==> src/rtl/cam_read_if.sv <==
// Camera-side byte stream plus frame-buffer write port of cam_read.
// Combinational bundle only; no storage and no backpressure (PCLK-paced).
// The master modport belongs to the camera/frame-buffer side, the slave modport to cam_read.
interface cam_read_if #(
    parameter int AW = 15,
    parameter int DW = 3
);
    logic          init;
    logic          vsync;
    logic          href;
    logic [7:0]    px_data;
    logic [AW-1:0] mem_px_addr;
    logic [DW-1:0] mem_px_data;
    logic          px_wr;
    logic          done;

    modport master (
        output init, vsync, href, px_data,
        input  mem_px_addr, mem_px_data, px_wr, done
    );

    modport slave (
        input  init, vsync, href, px_data,
        output mem_px_addr, mem_px_data, px_wr, done
    );
endinterface

==> src/rtl/cam_read.sv <==
// Captures RGB565 camera frames as RGB111 pixels into a frame buffer; optional frame counter under CAM_READ_FRAME_CNT_EN.
// Latency: write strobe, data and address appear one clk_w cycle after the second byte of a pixel is sampled.
// No backpressure: the camera free-runs and the frame buffer must accept one write per px_wr pulse; NPIX <= 2**AW.
module cam_read #(
    parameter int AW   = 15,
    parameter int DW   = 3,
    parameter int NPIX = 19200
) (
    input  logic       clk_w,
    input  logic       rst,
    cam_read_if.slave  cam
`ifdef CAM_READ_FRAME_CNT_EN
    ,
    output logic [7:0] frame_cnt
`endif
);

    typedef enum logic [2:0] {
        IDLE,
        WAIT_VS,
        WAIT_FRAME,
        BYTE1,
        BYTE2
    } state_t;

    localparam logic [AW-1:0] LAST_ADDR = AW'(NPIX - 1);

    state_t        state_q;
    logic [AW-1:0] addr_q;
    logic [DW-1:0] data_q;
    logic          wr_q;
    logic          done_q;
    logic          r_q;
    logic          g_q;
    logic          full_q;
    logic          end_pend_q;
    logic          px_unused;

    assign px_unused = ^{cam.px_data[6:5], cam.px_data[3], cam.px_data[1:0]};

    always_ff @(posedge clk_w) begin
        if (rst) begin
            state_q    <= IDLE;
            addr_q     <= '0;
            data_q     <= '0;
            wr_q       <= 1'b0;
            done_q     <= 1'b0;
            r_q        <= 1'b0;
            g_q        <= 1'b0;
            full_q     <= 1'b0;
            end_pend_q <= 1'b0;
        end else begin
            wr_q   <= 1'b0;
            done_q <= 1'b0;
            // Address advances after each write, except once the last slot has been written.
            if (wr_q && !full_q) begin
                addr_q <= addr_q + AW'(1);
            end
            case (state_q)
                IDLE: begin
                    if (cam.init) begin
                        state_q <= WAIT_VS;
                    end
                end
                WAIT_VS: begin
                    if (cam.vsync) begin
                        state_q <= WAIT_FRAME;
                    end
                end
                WAIT_FRAME: begin
                    if (!cam.vsync) begin
                        addr_q     <= '0;
                        full_q     <= 1'b0;
                        end_pend_q <= 1'b0;
                        state_q    <= BYTE1;
                    end
                end
                BYTE1: begin
                    if (end_pend_q || cam.vsync) begin
                        done_q     <= 1'b1;
                        end_pend_q <= 1'b0;
                        state_q    <= cam.init ? WAIT_FRAME : IDLE;
                    end else if (cam.href && !full_q) begin
                        r_q     <= cam.px_data[7];
                        g_q     <= cam.px_data[2];
                        state_q <= BYTE2;
                    end
                end
                BYTE2: begin
                    if (cam.href) begin
                        data_q  <= DW'({r_q, g_q, cam.px_data[4]});
                        wr_q    <= 1'b1;
                        full_q  <= (addr_q == LAST_ADDR);
                        // A pixel completing as vsync rises is written first; done follows a cycle later.
                        end_pend_q <= cam.vsync;
                        state_q    <= BYTE1;
                    end else if (cam.vsync) begin
                        done_q  <= 1'b1;
                        state_q <= cam.init ? WAIT_FRAME : IDLE;
                    end else begin
                        state_q <= BYTE1;
                    end
                end
                default: state_q <= IDLE;
            endcase
        end
    end

    assign cam.mem_px_addr = addr_q;
    assign cam.mem_px_data = data_q;
    assign cam.px_wr       = wr_q;
    assign cam.done        = done_q;

`ifdef CAM_READ_FRAME_CNT_EN
    logic [7:0] frame_cnt_q;

    always_ff @(posedge clk_w) begin
        if (rst) begin
            frame_cnt_q <= '0;
        end else if (done_q) begin
            frame_cnt_q <= frame_cnt_q + 8'd1;
        end
    end

    assign frame_cnt = frame_cnt_q;
`endif

endmodule

==> src/flat_wrapper.sv <==
// flat-port wrapper written by rule: the top's interface ports become plain ports
module cam_read_flat 
#(
    parameter int AW   = 15,
    parameter int DW   = 3,
    parameter int NPIX = 19200
)
  (clk_w, rst, cam_init, cam_vsync, cam_href, cam_px_data, cam_mem_px_addr, cam_mem_px_data, cam_px_wr, cam_done);
  cam_read_if #(.AW(AW), .DW(DW)) cam_i ();
  input  logic clk_w;
  input  logic rst;
  input wire logic [$bits(cam_i.init)-1:0] cam_init;
  input wire logic [$bits(cam_i.vsync)-1:0] cam_vsync;
  input wire logic [$bits(cam_i.href)-1:0] cam_href;
  input wire logic [$bits(cam_i.px_data)-1:0] cam_px_data;
  output wire logic [$bits(cam_i.mem_px_addr)-1:0] cam_mem_px_addr;
  output wire logic [$bits(cam_i.mem_px_data)-1:0] cam_mem_px_data;
  output wire logic [$bits(cam_i.px_wr)-1:0] cam_px_wr;
  output wire logic [$bits(cam_i.done)-1:0] cam_done;
  assign cam_i.init = cam_init;
  assign cam_i.vsync = cam_vsync;
  assign cam_i.href = cam_href;
  assign cam_i.px_data = cam_px_data;
  assign cam_mem_px_addr = cam_i.mem_px_addr;
  assign cam_mem_px_data = cam_i.mem_px_data;
  assign cam_px_wr = cam_i.px_wr;
  assign cam_done = cam_i.done;
  cam_read #(.AW(AW), .DW(DW), .NPIX(NPIX)) u_core (.clk_w(clk_w), .rst(rst), .cam(cam_i));
endmodule
==> config.mk <==
export PLATFORM = sky130hd
export DESIGN_NAME = cam_read_flat
export DESIGN_NICKNAME = d
export VERILOG_FILES = /design/src/rtl/cam_read_if.sv /design/src/rtl/cam_read.sv /design/src/flat_wrapper.sv
export SDC_FILE = /design/constraint.sdc
export NUM_CORES = 1
export LEC_CHECK = 0
export CORE_UTILIZATION = 45
export CTS_BUF_LIST = sky130_fd_sc_hd__clkbuf_16
export DETAILED_ROUTE_END_ITERATION = 10
export GPL_TIMING_DRIVEN = 0
export PLACE_DENSITY = 0.77
export SYNTH_ARGS = -nofsm -noshare
export SYNTH_HDL_FRONTEND = slang
export SYNTH_SLANG_ARGS = --single-unit
export TNS_END_PERCENT = 30
==> constraint.sdc <==
create_clock -name clk_w -period 4.45 [get_ports clk_w]
set_input_delay 0.89 -clock clk_w [delete_from_list [all_inputs] [get_ports clk_w]]
set_output_delay 0.89 -clock clk_w [all_outputs]
set_load 0.005 [all_outputs]
Word-level counts from Yosys, hierarchy flattened
Index checks and enable logic that the tools add are counted.

Register bits: 27. Output and inout bits: 20.

Add/sub/neg operators: 1. Bitwise logic cells: 2. Mux-type cells: 23. Equality and inequality tests: 11. Reduce and logical (&&, ||, !) cells: 13.

Operators by type and width (count): 15-bit two-way mux (3); 3-bit two-way mux (7); 15-bit by 1-bit adder with 15-bit output, second input constant (1); 15-bit == test, second input constant (1); 3-bit one-hot mux with 5 select lines (1); 1-bit two-way mux (8); 2-bit != test, second input constant (4); 4-bit AND reduction (2); 3-bit by 2-bit == test with 1-bit output, second input constant (2); 3-bit AND reduction (2); 1-bit one-hot mux with 2 select lines (2); 3-bit by 1-bit == test with 1-bit output, second input constant (1); 3-bit == test, second input constant (1); 3-bit zero test (1); 3-bit by 1-bit != test with 1-bit output, second input constant (1); 1-bit one-hot mux with 3 select lines (1); 3-bit nonzero test (1); 1-bit logical AND (2); 2-bit two-way mux (1); 2-bit by 1-bit != test with 1-bit output, second input constant (1); 1-bit inverter (2); 2-bit AND reduction (1); 2-bit nonzero test (1); 2-bit OR reduction (1); other kinds (2) (2).

Logic depth before layout (Yosys ltp)
Gate-level depths: netlist of run 1.

Word-level depth: 5. Mapped depth: 5. Mapped depth without buffers: 5.

Worst setup path after synthesis of run 1
Ideal clock, no wire load.

Kind: input to register. Start: input cam_vsync. End: register u_core.state_q[1]. Arrival time: 1.707 ns. Setup time: 0.125 ns. Cell stages on the path: 4. Setup slack: 2.618 ns. Cells stage by stage: or3b_4 nor3b_4 nor3_1 o2bb2ai_1.

Longest elaborated chain between the ends: 3.

RTL lines: start: declaration (line flat_wrapper.sv:13) `input wire logic [$bits(cam_i.vsync)-1:0] cam_vsync;`; 3-bit two-way mux or 1-bit logical OR (tied branches) (line cam_read.sv:97, cam_read.sv:79); 3-bit two-way mux, or another cell as far along (line cam_read.sv:90) `if (cam.href) begin`; 3-bit one-hot mux with 5 select lines or 4-bit AND reduction (tied branches); end signal: assignment (line cam_read.sv:82) `state_q <= cam.init ? WAIT_FRAME : IDLE;`; end signal: assignment (line cam_read.sv:99) `state_q <= cam.init ? WAIT_FRAME : IDLE;`; end: declaration (line cam_read.sv:28) `state_t state_q;`.

Parallel ways exist; a longest one is shown, timed or not. A chain may end at the register's enable or synchronous reset.

Final worst setup path of run 1
Start: input cam_vsync. End: register u_core.addr_q[9] (netlist: u_core.cam.mem_px_addr[9]).

Longest elaborated chain between the ends: 2.

RTL lines: 15-bit two-way mux (line cam_read.sv:71) `if (!cam.vsync) begin`; 15-bit two-way mux (line cam_read.sv:59) `case (state_q)`; end signal: assignment (line cam_read.sv:57) `addr_q <= addr_q + AW'(1);`; end: declaration (line cam_read.sv:29) `logic [AW-1:0] addr_q;`.

Every way passes these cells.

==> results of run 1 <==
## sequential cells by signal, indices dropped and copies added (netlist names)
register                cells
u_core.g_q                  1
u_core.end_pend_q           1
u_core.r_q                  1
u_core.state_q              3
u_core.cam.px_wr            1
u_core.cam.done             1
u_core.cam.mem_px_addr     15
u_core.full_q               1
u_core.cam.mem_px_data      3
## where the power goes
group	internal (W)	switching (W)
registers	0.000244	0.00000147
logic	0.0000244	0.0000297
clock network	0.000121	0.0000821
## critical path, stage by stage
cell and delay [ns]:
clkdlybuf4s50_1 0.55, or3b_4 0.48, o21bai_2 0.27, buf_4 0.24, nor2_1 0.07
## path summary, 6_finish.rpt
check                            startpoint                          to  slack, ns
setup / recovery                  cam_vsync   u_core.cam.mem_px_addr[9]       2.10
hold / removal                   u_core.g_q   u_core.cam.mem_px_data[1]       0.47
setup reg to reg  u_core.cam.mem_px_addr[0]  u_core.cam.mem_px_addr[12]       2.77
hold reg to reg                  u_core.g_q   u_core.cam.mem_px_data[1]       0.47
## per-stage QoR
stage,cells,instance area (sq um)
global route,211,1708
detailed placement,207,1628
global placement,207,1628
CTS,211,1708
floorplan,149,1319
finish,211,1708
## layer usage
layer,wire (um),up-vias
met5,0,-
met4,40,0
met3,145,8
met2,1423,29
met1,1408,578
li1,-,599
## cell families (layout without fill, tap and decap cells)
| group | count (synthesis) | count (layout) |
|---|---|---|
| simple gates | 75 | 75 |
| flops | 27 | 27 |
| compound gates | 23 | 23 |
| xor+xnor | 12 | 12 |
| buf+inv | 8 | 39 |
| mux | 3 | 3 |
| fa+ha+maj | 1 | 1 |
## cell type report
type	count	area (sq um)	area share
sequential	27	540.5	0.3165
clock inverter	1	5.005	0.002930
clock buffer	3	75.07	0.04396
buffer	6	33.78	0.01978
inverter	2	7.507	0.004396
multi-input combinational	114	737.0	0.4315
timing repair buffer	27	270.3	0.1582
tap	31	38.79	0.02271
## cells in the final DEF (no fill, tap or decap), types with 4 or more instances in the layout
cell type,count
nand2_1,11
nor2b_1,4
a21oi_1,8
nor2_1,22
nand4_1,6
nand3_1,6
xnor2_1,6
nor3_1,4
dfxtp_1,27
xor2_1,6
clkdlybuf4s50_1,27
==> impl_metrics.tcl, run 1 <==
set metrics [dict create \
    powerDensity_nw_per_um2 294.7 \
    grt-ovfl-total 0 \
    antenna_found_initial 0 \
    final_routed_drc_violation_total 0 \
    synth.avg_cell_area_sq_um 8.851 \
    core_area_sq_um 2758 \
    rsz0062_at_grt "no" \
    htreeDepth 1 \
    synth_top_cell_by_area "dfxtp_1" \
    core.rowCount 19 \
    cts.path.max_buffers 2 \
    antenna_cells 0 \
    grt_util_met3 0.05116 \
    postSynthRegisterBits 27 \
    global_route_wire_length_before_repair_um 5140 \
    fin_total_pwr_w 0.0005033 \
    largest_family_of_logic_cells_by_synthesized_area "simple AND/OR/NAND/NOR gates" \
    synth_nets 163 \
    report.final.slew_viol_count 0 \
    synth-edff-count 0 \
    top_post_synthesis_cells_by_count "dfxtp_1 (27), nor2_1 (22), nand2_1 (11), a21oi_1 (8)" \
    finalSetupViolCount 0 \
    tritoncts.num_buffers 3 \
    worst_hold_path_type "reg -> reg" \
    grt_use_total 0.2046 \
    post_synth_xor_area_fraction 0.07970 \
    synthMuxAreaShare 0.02277 \
    period_minus_slack_ns 2.347 \
    dp_hpwl_um 2205 \
    worstSetupEndpointType "flop" \
    grt_use_met2 0.3367 \
    detailroute.via_count 1214 \
    route.final.wire_length_um 3018 \
    post-cts-setup-buffer-count 0 \
    cts_num_sinks 27 \
    cts-hold-fix-buffers 0 \
    synth.area.top_cells "dfxtp_1 (41%), nor2_1 (6.3%), xnor2_1 (4.0%)" \
    timing.hold.ws_ns 0.4717 \
    die_w_um 56.14 \
    cp.arrival_ns 2.50 \
    cp_data_required_time_ns 4.60 \
    post_route_cells_drive_above_1_share 0.08889 \
    io-pin-count 33 \
    crit_path_max_fanout 10 \
    max_cap_violations 0 \
    max_slew_margin 0.6848 \
    syn_area_sq_um 1319 \
    vias_per_cell 5.754 \
    synth-simple-area-share 0.3159 \
    yosys_warnings 0 \
    buffer_ports.inserted 27 \
    die_area_sq_um 3151 \
    drtAntennaViolNets 0 \
    final-hold-violation-count 0 \
    yosysMostFrequentCell "dfxtp_1" \
    busiest_layer "met2" \
    synth-async-reset-ratio 0 \
    criticalPathCategory "in -> reg" \
    area.growth.synth_to_final_pct 29.51 \
    post_cts_resize_count 0 \
    setup_total_negative_slack_ns 0 \
    synthCells 149 \
    achievable-frequency_mhz 426.1 \
    dpl_worst_slack_ns 1.839 \
    holdPathStages 2 \
    timing.final.ws_setup_ns 2.103 \
    fillers 248 \
    dr.first_iter.drc_count 43 \
    synth_compound_gate_area_share 0.1309 \
    grt_use_met1 0.2664 \
    clock-root-buffer "clkbuf_16" \
    clock_tree_from_tritoncts "done" \
    grt_max_degree 16 \
    reg2reg_depth 4 \
    final_nets 195 \
    post-synth-top-area-fraction 0.4099 \
    grt_pass1_vias 1128 \
    yosys.area_share.adder 0.009488 \
    static-leakage-power_nw 0.5957 \
    first_pass_iters 4 \
    finalClockSkew_ns 0.003772 \
    yosys_most_used_dff "dfxtp_1" \
    tightest_slew_ns 0.4728 \
    layout_utilization 0.6193 \
    die_h_um 56.14 \
    synthDistinctLibCells 38 \
    seq_area_frac_synth 0.4099 \
    clkSlewWorstSetupHoldPaths_ns 0.07 \
    status "complete, no violations" \
    cp-start-kind "input port" \
    globalplace.congestion 0.8494 \
    max-vdd-ir-drop_uv 235.2 \
    worst_skew_pair.late_latency_ns 0.26 \
    routed_wire_length_per_instance_um 14.30 \
    starting_utilization_of_the_core_area 0.4782 \
    final_min_period_over_clock_period 0.5274 \
]
(Power assumes the default switching activity.)
==> run 2, diff against run 1 <==
==> constraint.sdc (replaced) <==
create_clock -name clk_w -period 2.45 [get_ports clk_w]
set_input_delay 0.49 -clock clk_w [delete_from_list [all_inputs] [get_ports clk_w]]
set_output_delay 0.49 -clock clk_w [all_outputs]
set_load 0.005 [all_outputs]
==> results of run 2 <==
The final DEF is identical to that of run 1. Status: complete, no violations.
Main changes from that run: setup slack after placement 1.839 ns -> 0.2387 ns; setup slack after layout 2.103 ns -> 0.5030 ns; register-to-register setup slack 2.77 ns -> 0.77 ns; total power 0.0005033 W -> 0.0009142 W; worst IR drop on VDD 235.2 uV -> 427.2 uV
